### config.mk
export PLATFORM = sky130hd
export DESIGN_NAME = div_fu_flat
export DESIGN_NICKNAME = d
export VERILOG_FILES = /design/src/rtl/div_fu_if.sv /design/src/rtl/div_fu.sv /design/src/flat_wrapper.sv
export SDC_FILE = /design/constraint.sdc
export NUM_CORES = 1
export LEC_CHECK = 0
export BUFFER_PORTS_ARGS = -buffer_cell sky130_fd_sc_hd__buf_2
export CORE_MARGIN = 2
export CORE_UTILIZATION = 60
export DETAILED_ROUTE_END_ITERATION = 6
export PLACE_DENSITY = 0.92
export SYNTH_ARGS = -nofsm -noshare
export SYNTH_HDL_FRONTEND = slang
export SYNTH_SLANG_ARGS = --single-unit
### constraint.sdc
create_clock -name clk -period 18.1 [get_ports clk]
set_input_delay 5.43 -clock clk [delete_from_list [all_inputs] [get_ports clk]]
set_output_delay 5.43 -clock clk [all_outputs]
set_load 0.01 [all_outputs]
### src/rtl/div_fu_if.sv
// Functional-unit interface: controller issues an instruction with operands,
// the FU returns per-slot results with the instruction ID and a busy indication.
interface div_fu_if #(
  parameter int INST_ID_BITS = 8,
  parameter int PRN_BITS     = 6,
  parameter int MAX_OPERANDS = 3
);
  logic [INST_ID_BITS-1:0]               inst_id;
  logic [31:0]                           inst;
  logic [MAX_OPERANDS-1:0][63:0]         op;
  logic [MAX_OPERANDS-1:0][PRN_BITS-1:0] out_prn;
  logic [63:0]                           pc;
  logic                                  inst_valid;

  logic [MAX_OPERANDS-1:0][PRN_BITS-1:0] out_prn_o;
  logic [MAX_OPERANDS-1:0][63:0]         out_data;
  logic [MAX_OPERANDS-1:0]               out_slot_valid;
  logic [INST_ID_BITS-1:0]               out_inst_id;
  logic                                  out_valid;
  logic                                  busy;

  modport master (
    output inst_id, inst, op, out_prn, pc, inst_valid,
    input  out_prn_o, out_data, out_slot_valid, out_inst_id, out_valid, busy
  );

  modport slave (
    input  inst_id, inst, op, out_prn, pc, inst_valid,
    output out_prn_o, out_data, out_slot_valid, out_inst_id, out_valid, busy
  );
endinterface

### src/rtl/div_fu.sv
// Iterative radix-2 restoring divider for AArch64 UDIV/SDIV (X and W forms),
// one quotient bit per clock, completion reported through the FU interface.
module div_fu #(
  parameter int INST_ID_BITS = 8,
  parameter int PRN_BITS     = 6,
  parameter int MAX_OPERANDS = 3
) (
  input logic     clk,
  input logic     rst,
  div_fu_if.slave fu
);

  typedef enum logic [2:0] {IDLE, PREP, DIV, FIX, DONE} state_t;
  state_t state, state_nxt;

  logic [INST_ID_BITS-1:0] id_p0;
  logic [31:0]             inst_p0;
  logic [63:0]             rn_p0, rm_p0;
  logic [PRN_BITS-1:0]     prn_p0;

  logic [63:0] rem_p1, quo_p1, dvs_p1;
  logic [6:0]  cnt_p1;
  logic        neg_p1;

  logic [INST_ID_BITS-1:0] id_q;
  logic [PRN_BITS-1:0]     prn0_q;
  logic [63:0]             data0_q;
  logic                    slot0_q;

  logic        accept, sf, sgn, xzr, recog, dvz, neg, qbit;
  logic [63:0] rn_ext, rm_ext, rn_mag, rm_mag, dividend, res_val;
  logic [64:0] rem_sh, trial;

  logic unused_fu;
  assign unused_fu = ^{fu.pc, fu.op, fu.out_prn};

  function automatic logic [63:0] mag(input logic signed [63:0] v, input logic sgn_en);
    return (sgn_en && v[63]) ? 64'(-v) : 64'(v);
  endfunction

  function automatic logic [63:0] apply_sign(input logic [63:0] q, input logic neg_en,
                                             input logic x_form);
    logic signed [63:0] qs;
    logic signed [31:0] qw;
    qs = neg_en ? -$signed(q) : $signed(q);
    qw = neg_en ? -$signed(q[31:0]) : $signed(q[31:0]);
    return x_form ? qs : {32'b0, qw};
  endfunction

  assign accept = fu.inst_valid && (state == IDLE || state == DONE);

  // Decode; bit 10 is the signed select, so it is left out of the match.
  assign sf    = inst_p0[31];
  assign sgn   = inst_p0[10];
  assign xzr   = (inst_p0[4:0] == 5'd31);
  assign recog = ((inst_p0 & 32'h7FE0_F800) == 32'h1AC0_0800);

  // W form works on the low word, sign-extended only for SDIV before taking magnitudes.
  assign rn_ext   = sf ? rn_p0 : {{32{rn_p0[31] & sgn}}, rn_p0[31:0]};
  assign rm_ext   = sf ? rm_p0 : {{32{rm_p0[31] & sgn}}, rm_p0[31:0]};
  assign rn_mag   = mag(rn_ext, sgn);
  assign rm_mag   = mag(rm_ext, sgn);
  assign dvz      = (rm_mag == 64'd0);
  assign neg      = sgn & (rn_ext[63] ^ rm_ext[63]);
  assign dividend = sf ? rn_mag : {rn_mag[31:0], 32'b0};

  assign rem_sh = {rem_p1, quo_p1[63]};
  assign trial  = rem_sh - {1'b0, dvs_p1};
  assign qbit   = ~trial[64];

  assign res_val = (state == FIX) ? apply_sign(quo_p1, neg_p1, sf) : 64'd0;

  always_ff @(posedge clk or negedge rst) begin
    if (!rst) state <= IDLE;
    else      state <= state_nxt;
  end

  always_comb begin
    state_nxt = state;
    case (state)
      IDLE:    if (accept) state_nxt = PREP;
      PREP:    state_nxt = (dvz || !recog) ? DONE : DIV;
      DIV:     if (cnt_p1 == 7'd1) state_nxt = FIX;
      FIX:     state_nxt = DONE;
      DONE:    state_nxt = accept ? PREP : IDLE;
      default: state_nxt = IDLE;
    endcase
  end

  // Stage p0: issue capture; stage p1: iterative quotient/remainder
  always_ff @(posedge clk) begin
    if (accept) begin
      id_p0   <= fu.inst_id;
      inst_p0 <= fu.inst;
      rn_p0   <= fu.op[0];
      rm_p0   <= fu.op[1];
      prn_p0  <= fu.out_prn[0];
    end
    case (state)
      PREP: begin
        rem_p1 <= 64'd0;
        quo_p1 <= dividend;
        dvs_p1 <= rm_mag;
        cnt_p1 <= sf ? 7'd64 : 7'd32;
        neg_p1 <= neg;
      end
      DIV: begin
        rem_p1 <= qbit ? trial[63:0] : rem_sh[63:0];
        quo_p1 <= {quo_p1[62:0], qbit};
        cnt_p1 <= cnt_p1 - 7'd1;
      end
      default: ;
    endcase
  end

  // Completion registers: loaded on the edge that enters DONE, held otherwise
  always_ff @(posedge clk or negedge rst) begin
    if (!rst) begin
      id_q    <= '0;
      prn0_q  <= '0;
      data0_q <= '0;
      slot0_q <= 1'b0;
    end else if (state_nxt == DONE) begin
      id_q    <= id_p0;
      prn0_q  <= prn_p0;
      data0_q <= res_val;
      slot0_q <= recog && !xzr;
    end
  end

  assign fu.busy        = (state == PREP) || (state == DIV) || (state == FIX);
  assign fu.out_valid   = (state == DONE);
  assign fu.out_inst_id = id_q;

  always_comb begin
    fu.out_prn_o         = '0;
    fu.out_data          = '0;
    fu.out_slot_valid    = '0;
    fu.out_prn_o[0]      = prn0_q;
    fu.out_data[0]       = data0_q;
    fu.out_slot_valid[0] = (state == DONE) && slot0_q;
  end

endmodule

### src/flat_wrapper.sv
// flat-port wrapper written by rule: the top's interface ports become plain ports
module div_fu_flat 
#(
  parameter int INST_ID_BITS = 8,
  parameter int PRN_BITS     = 6,
  parameter int MAX_OPERANDS = 3
)
  (clk, rst, fu_inst_id, fu_inst, fu_op, fu_out_prn, fu_pc, fu_inst_valid, fu_out_prn_o, fu_out_data, fu_out_slot_valid, fu_out_inst_id, fu_out_valid, fu_busy);
  div_fu_if #(.INST_ID_BITS(INST_ID_BITS), .PRN_BITS(PRN_BITS), .MAX_OPERANDS(MAX_OPERANDS)) fu_i ();
  input logic clk;
  input logic rst;
  input wire logic [$bits(fu_i.inst_id)-1:0] fu_inst_id;
  input wire logic [$bits(fu_i.inst)-1:0] fu_inst;
  input wire logic [$bits(fu_i.op)-1:0] fu_op;
  input wire logic [$bits(fu_i.out_prn)-1:0] fu_out_prn;
  input wire logic [$bits(fu_i.pc)-1:0] fu_pc;
  input wire logic [$bits(fu_i.inst_valid)-1:0] fu_inst_valid;
  output wire logic [$bits(fu_i.out_prn_o)-1:0] fu_out_prn_o;
  output wire logic [$bits(fu_i.out_data)-1:0] fu_out_data;
  output wire logic [$bits(fu_i.out_slot_valid)-1:0] fu_out_slot_valid;
  output wire logic [$bits(fu_i.out_inst_id)-1:0] fu_out_inst_id;
  output wire logic [$bits(fu_i.out_valid)-1:0] fu_out_valid;
  output wire logic [$bits(fu_i.busy)-1:0] fu_busy;
  assign fu_i.inst_id = fu_inst_id;
  assign fu_i.inst = fu_inst;
  assign fu_i.op = fu_op;
  assign fu_i.out_prn = fu_out_prn;
  assign fu_i.pc = fu_pc;
  assign fu_i.inst_valid = fu_inst_valid;
  assign fu_out_prn_o = fu_i.out_prn_o;
  assign fu_out_data = fu_i.out_data;
  assign fu_out_slot_valid = fu_i.out_slot_valid;
  assign fu_out_inst_id = fu_i.out_inst_id;
  assign fu_out_valid = fu_i.out_valid;
  assign fu_busy = fu_i.busy;
  div_fu #(.INST_ID_BITS(INST_ID_BITS), .PRN_BITS(PRN_BITS), .MAX_OPERANDS(MAX_OPERANDS)) u_core (.clk(clk), .rst(rst), .fu(fu_i));
endmodule
==> results of run 1 <==
==> layout by cell type (no fill, tap or decap), types with 24 or more instances in the layout <==
cell type and instances:
ha_1 69, conb_1 142, or3_1 30, clkbuf_16 47, o2bb2ai_1 65, o31ai_1 42, nor4_1 28, edfxtp_1 364
a31oi_1 29, o21ai_0 144, mux2i_1 58, nand2_1 159, nand4_1 26, dfrtp_1 82, nor3_1 29, nor2_1 180
a21oi_1 156, xor2_1 118, o41ai_1 24, nand3_1 32, a22o_1 26, xnor2_1 121, buf_2 246, a21o_1 46
inv_1 101, or4_1 27
==> layout make-up <==
| class | count | area, um^2 | area share [%] |
|---|---|---|---|
| Sequential cell | 446 | 13000 | 44.5 |
| Multi-Input combinational cell | 1839 | 12100 | 41.6 |
| Timing Repair Buffer | 264 | 1370 | 4.68 |
| Clock buffer | 55 | 1240 | 4.24 |
| Tap cell | 592 | 741 | 2.54 |
| Inverter | 101 | 379 | 1.30 |
| Clock inverter | 30 | 320 | 1.10 |
| Antenna cell | 1 | 2.50 | 0.00858 |
==> sequential cells by signal (all words and copies together), names as in the netlist <==
register	cells
u_core.data0_q	64
u_core.dvs_p1	64
u_core.quo_p1	64
u_core.rem_p1	64
u_core.rm_p0	64
u_core.rn_p0	64
u_core.inst_p0	22
u_core.fu.out_inst_id	8
u_core.id_p0	8
u_core.cnt_p1	7
u_core.prn0_q	6
u_core.prn_p0	6
u_core.state	3
u_core.neg_p1	1
u_core.slot0_q	1
==> report_power, final <==
group,internal (W),leakage (nW),total (W),switching [W]
registers,0.00118,4.58,0.00124,0.0000535
clock network,0.000575,0.754,0.000982,0.000407
logic,0.000169,6.43,0.000449,0.000279
total,0.00193,11.8,0.00267,0.000740
==> kinds of logic after synthesis <==
family,Yosys count,share of synthesized area (%)
AOI/OAI and AO/OA,662,16.7
and+or+nand+nor,648,12.5
DFF,446,48.9
buffers and inverters,372,7.56
xor gates and xnor gates,240,7.92
muxes,77,3.11
adders and majority gates,70,3.33
other,1,0.0141
==> stage by stage <==
step	std cells	total power [W]
finish	3328	0.00267
detailed placement	3242	0.00169
global route	3328	0.00276
CTS	3327	0.00266
floorplan	2657	0.00159
global placement	3242	0.00167
==> layer usage <==
| metal | vias to the layer above | GRT usage [%] | wire [um] |
|---|---|---|---|
| li1 | 9409 | - | - |
| met1 | 9921 | 40.7 | 28200 |
| met2 | 1168 | 44.2 | 30500 |
| met3 | 173 | 8.57 | 8020 |
| met4 | 8 | 8.98 | 2020 |
| met5 | - | 0 | 55 |
==> final timing paths <==
check,cells past startpoint,slack (ps),endpoint,startpoint
min in group asynchronous,1,5050,u_core.data0_q[27],rst
hold reg to reg,1,480,u_core.prn0_q[4],u_core.prn_p0[4]
setup reg to reg,15,12210,u_core.rem_p1[25],u_core.dvs_p1[0]
hold / removal,1,480,u_core.prn0_q[4],u_core.prn_p0[4]
setup / recovery,3,10680,fu_out_valid,u_core.state[1]
max in group asynchronous,1,12330,u_core.state[2],rst
==> results.sh, run 1 <==
export IMPL_postCtsHoldBufs=0
export IMPL_gp_congestion=0.933
export IMPL_fp_dieArea_um2=45900
export IMPL_status="complete, no violations"
export IMPL_irDropWorstVdd_uv=91.0
export IMPL_async_reset_ff_share_pct=18.4
export IMPL_synth_edf_count=364
export IMPL_postPlaceCellArea_um2=27600
export IMPL_syn_area_um2=26500
export IMPL_insertion_delay_ps=600
export IMPL_seq_area_frac_synth_pct=48.9
export IMPL_critPathMaxFanout=10
export IMPL_cts_sinks=446
export IMPL_period_minus_slack_ps=7420
export IMPL_post_drt_wl_per_cell_um=20.7
export IMPL_final_setup_tns_ps=0
export IMPL_synth_commonest_cells="edfxtp_1, nor2_1, nand2_1, a21oi_1, o21ai_0"
export IMPL_routed_via_density=6.21
export IMPL_syn_mean_instance_area_um2=10.6
export IMPL_path_cells="nor2_1 > and2_1 > buf_2"
export IMPL_slowest_delay_ps=560
export IMPL_die_y_um=214
export IMPL_drt_wl_total_mm=68.8
export IMPL_utilization_pct=66.4
export IMPL_slew_viol_final=0
export IMPL_grt_ovfl_total=0
export IMPL_skew_ps=35.6
export IMPL_required_ps=12670
export IMPL_power_density_nw_per_um2=91.5
export IMPL_synthDistinctLibCells=87
export IMPL_slew_headroom_pct=16.7
export IMPL_drt_initial_drc_count=2301
export IMPL_yosysWarnings=0
export IMPL_final_hold_viol_count=0
export IMPL_grt_max_degree=102
export IMPL_coreArea_um2=43900
export IMPL_boundaryPins=540
export IMPL_cts_tree="built"
export IMPL_synth_largest_area_cell="edfxtp_1"
export IMPL_first_pass_iters=7
export IMPL_worstPathBufferInverterCount=1
export IMPL_cts_buffers=46
export IMPL_tightest_slew_ps=1250
export IMPL_post_cts_setup_buffers=0
export IMPL_power_leakage_nw=11.8
export IMPL_dp_slack_ps=10950
export IMPL_clk_pin_slew_worst_paths_ps=60
export IMPL_vias=20679
export IMPL_crit_type="flop to primary output"
export IMPL_clk_path_buf_depth=3
export IMPL_final_setup_viol_count=0
export IMPL_grt_pass1_wl_mm=107
export IMPL_arrival_ps=1990
export IMPL_final_cell_area_um2=29200
export IMPL_critPathLaunchType="flop"
export IMPL_io_buffer_count=247
export IMPL_drive_gt1_share_pct=14.4
export IMPL_fin_crit_sh_pct=41.0
export IMPL_nNetsFinal=3085
export IMPL_fp_dieW_um=214
export IMPL_min_delay_path_class="flop to flop"
export IMPL_ant_nets=0
export IMPL_timing_final_ws_setup_ps=10680
export IMPL_cts_resized_gates=0
export IMPL_htreeDepth=2
export IMPL_fill_cells=3215
export IMPL_area_delta_synth_final_pct=9.87
export IMPL_synth_top_area_share_pct=41.2
export IMPL_drc=0
export IMPL_first_global_vias=19514
export IMPL_synth_area_leaders="edfxtp_1, dfrtp_1, buf_4"
export IMPL_drv_cap=0
export IMPL_hpwl_mm=50.2
export IMPL_row_count=77
export IMPL_synthCells=2516
export IMPL_rsz0062_at_grt="no"
export IMPL_ys_ff_latch=446
export IMPL_end_kind="primary output"
export IMPL_cp_slowest_cell="dfrtp_1"
export IMPL_synth_most_common_cell="edfxtp_1"
export IMPL_ys_flop_type="edfxtp_1"
export IMPL_hold_ws_ps=476
export IMPL_fmaxAchievable_mhz=135
export IMPL_cts_root_buffer="clkbuf_16"
export IMPL_crit_family="simple AND/OR/NAND/NOR gates"
export IMPL_start_util_pct=60.4
export IMPL_grt_total_usage_pct=29.2
export IMPL_antenna_found_initial=5
(Power assumes the default switching activity.)
==> run 2, diff against run 1 <==
--- a/config.mk
+++ b/config.mk
@@ -7,9 +7,9 @@
 export LEC_CHECK = 0
 export BUFFER_PORTS_ARGS = -buffer_cell sky130_fd_sc_hd__buf_2
 export CORE_MARGIN = 2
-export CORE_UTILIZATION = 60
+export CORE_UTILIZATION = 56
 export DETAILED_ROUTE_END_ITERATION = 6
-export PLACE_DENSITY = 0.92
+export PLACE_DENSITY = 0.87
 export SYNTH_ARGS = -nofsm -noshare
 export SYNTH_HDL_FRONTEND = slang
 export SYNTH_SLANG_ARGS = --single-unit
==> constraint.sdc (replaced) <==
create_clock -name clk -period 7 [get_ports clk]
set_input_delay 2.1 -clock clk [delete_from_list [all_inputs] [get_ports clk]]
set_output_delay 2.1 -clock clk [all_outputs]
set_load 0.01 [all_outputs]
==> results.sh, run 2 (synthesis results as in run 1) <==
export IMPL_drv_cap=0
export IMPL_irDropWorstVdd_uv=220
export IMPL_multi_input_area_um2=12100
export IMPL_cts_sinks=446
export IMPL_final_common_cell="edfxtp_1"
export IMPL_final_hold_viol_count=0
export IMPL_hold_end="u_core.data0_q[28]"
export IMPL_cts_resized_gates=0
export IMPL_reg2reg_from="u_core.dvs_p1[0]"
export IMPL_final_setup_viol_count=0
export IMPL_required_ps=7300
export IMPL_drc=28
export IMPL_r2r_setup_slack_ps=1420
export IMPL_p_switching_w=0.00189
export IMPL_routed_via_density=6.15
export IMPL_start_util_pct=56.9
export IMPL_grt_pass1_wl_mm=106
export IMPL_hpwl_mm=50.2
export IMPL_final_cell_mix="edfxtp_1, buf_2, nor2_1"
export IMPL_gp_congestion=0.939
export IMPL_insertion_delay_ps=600
export IMPL_final_cell_area_um2=29100
export IMPL_reg2reg_depth=15
export IMPL_clk_path_buf_depth=3
export IMPL_clk_pin_slew_worst_paths_ps=60
export IMPL_boundaryPins=540
export IMPL_swShare_pct=27.7
export IMPL_first_pass_iters=7
export IMPL_cts_buffers=46
export IMPL_drt_initial_drc_count=2705
export IMPL_drive_gt1_share_pct=14.0
export IMPL_cts_root_buffer="clkbuf_16"
export IMPL_ff_latch_area_um2=13000
export IMPL_first_global_vias=18919
export IMPL_area_delta_synth_final_pct=9.80
export IMPL_tightest_slew_ps=1250
export IMPL_postCtsHoldBufs=0
export IMPL_fin_crit_sh_pct=79.7
export IMPL_ant_nets=0
export IMPL_antenna_found_initial=6
export IMPL_power_density_nw_per_um2=233
export IMPL_post_cts_setup_buffers=0
export IMPL_arrival_ps=5880
export IMPL_final_setup_tns_ps=0
export IMPL_grt_ovfl_total=0
export IMPL_coreArea_um2=46700
export IMPL_post_drt_wl_per_cell_um=20.3
export IMPL_fmaxAchievable_mhz=179
export IMPL_row_count=79
export IMPL_skew_ps=24.5
export IMPL_fp_dieW_um=222
export IMPL_vias=20536
export IMPL_utilization_pct=62.5
export IMPL_drt_wl_total_mm=67.7
export IMPL_critPathLaunchType="flop"
export IMPL_slew_headroom_pct=16.8
export IMPL_fp_dieArea_um2=49200
export IMPL_hp_start="u_core.data0_q[28]"
export IMPL_die_y_um=222
export IMPL_grt_total_usage_pct=26.8
export IMPL_critPathMaxFanout=56
export IMPL_slew_viol_final=0
export IMPL_htreeDepth=2
export IMPL_postPlaceCellArea_um2=27700
export IMPL_fill_cells=3648
export IMPL_violations="DRC"
export IMPL_p_comb_share_pct=16.9
export IMPL_nNetsFinal=3085
export IMPL_end_kind="flop"
export IMPL_internal_power_w=0.00492
export IMPL_min_path_cells=1
export IMPL_status="complete, but fails checks"
export IMPL_cts_tree="built"
export IMPL_rsz0062_at_grt="no"
export IMPL_power_leakage_nw=11.7
export IMPL_period_minus_slack_ps=5580
export IMPL_min_delay_path_class="flop to flop"
export IMPL_crit_type="flop to flop"
export IMPL_p_clk_share_pct=36.1
export IMPL_grt_max_degree=101
export IMPL_r2r_end="u_core.rem_p1[17]"
export IMPL_p_seq_share_pct=47.1
export IMPL_io_buffer_count=247
## run 2: metal layers
| metal | global-route usage, % | part of all wire (%) |
|---|---|---|
| met5 | 0 | 0.084 |
| met4 | 7.24 | 2.4 |
| met3 | 5.17 | 10 |
| met2 | 40.3 | 44 |
| met1 | 39.8 | 43 |
## run 2: how the worst max path moves through the flow
| stage | end | cells after the start | start |
|---|---|---|---|
| 2_1_floorplan | u_core.id_p0[0] | 1 | fu_inst_valid |
| 3_3_place_gp | u_core.data0_q[5] | 13 | u_core.inst_p0[31] |
| 3_5_place_dp | u_core.rem_p1[17] | 15 | u_core.dvs_p1[0] |
| 4_1_cts | u_core.rem_p1[17] | 15 | u_core.dvs_p1[0] |
| 5_1_grt | u_core.data0_q[21] | 14 | u_core.inst_p0[31] |
| 6_report | u_core.rem_p1[17] | 15 | u_core.dvs_p1[0] |
## run 2: area by class of cell
class                   count  area share (%)
repair buffers            264            4.77
clock buffers              60            4.31
multi-input cells        1839            41.6
inverters                 101            1.30
flip-flops and latches    446            44.5
well taps                 607            2.61
clock inverters            21           0.811
diodes                      2          0.0172
## run 2: metrics by stage
stage                     total power, W  worst slack (ps)  hold WS (ps)  instances
after floorplan                  0.00409               603           443       2657
after global placement           0.00432              1690           459       3257
after detailed placement         0.00436              1510           465       3257
after CTS                        0.00680              1490           484       3338
after global routing             0.00704              1100           497       3339
final                            0.00680              1420           478       3340
## run 2: power groups by stage
stage	registers (W)	logic, W	clock network [W]
final	0.00320	0.00115	0.00245
after global routing	0.00322	0.00125	0.00258
after detailed placement	0.00325	0.00111	0
after global placement	0.00324	0.00108	0
after floorplan	0.00321	0.000881	0
after CTS	0.00320	0.00112	0.00248
## run 2: critical path, stage by stage, from the launching register on
cell and delay (ps):
edfxtp_1 430, ha_1 260, fa_1 410, nand2b_1 180
a21oi_1 180, o21ai_0 220, o2111ai_1 420, a21oi_1 130
nor2_1 320, a31oi_1 240, or3b_1 450, a311oi_1 570
xor2_4 630, buf_12 430, mux2i_1 320, nor2_1 70
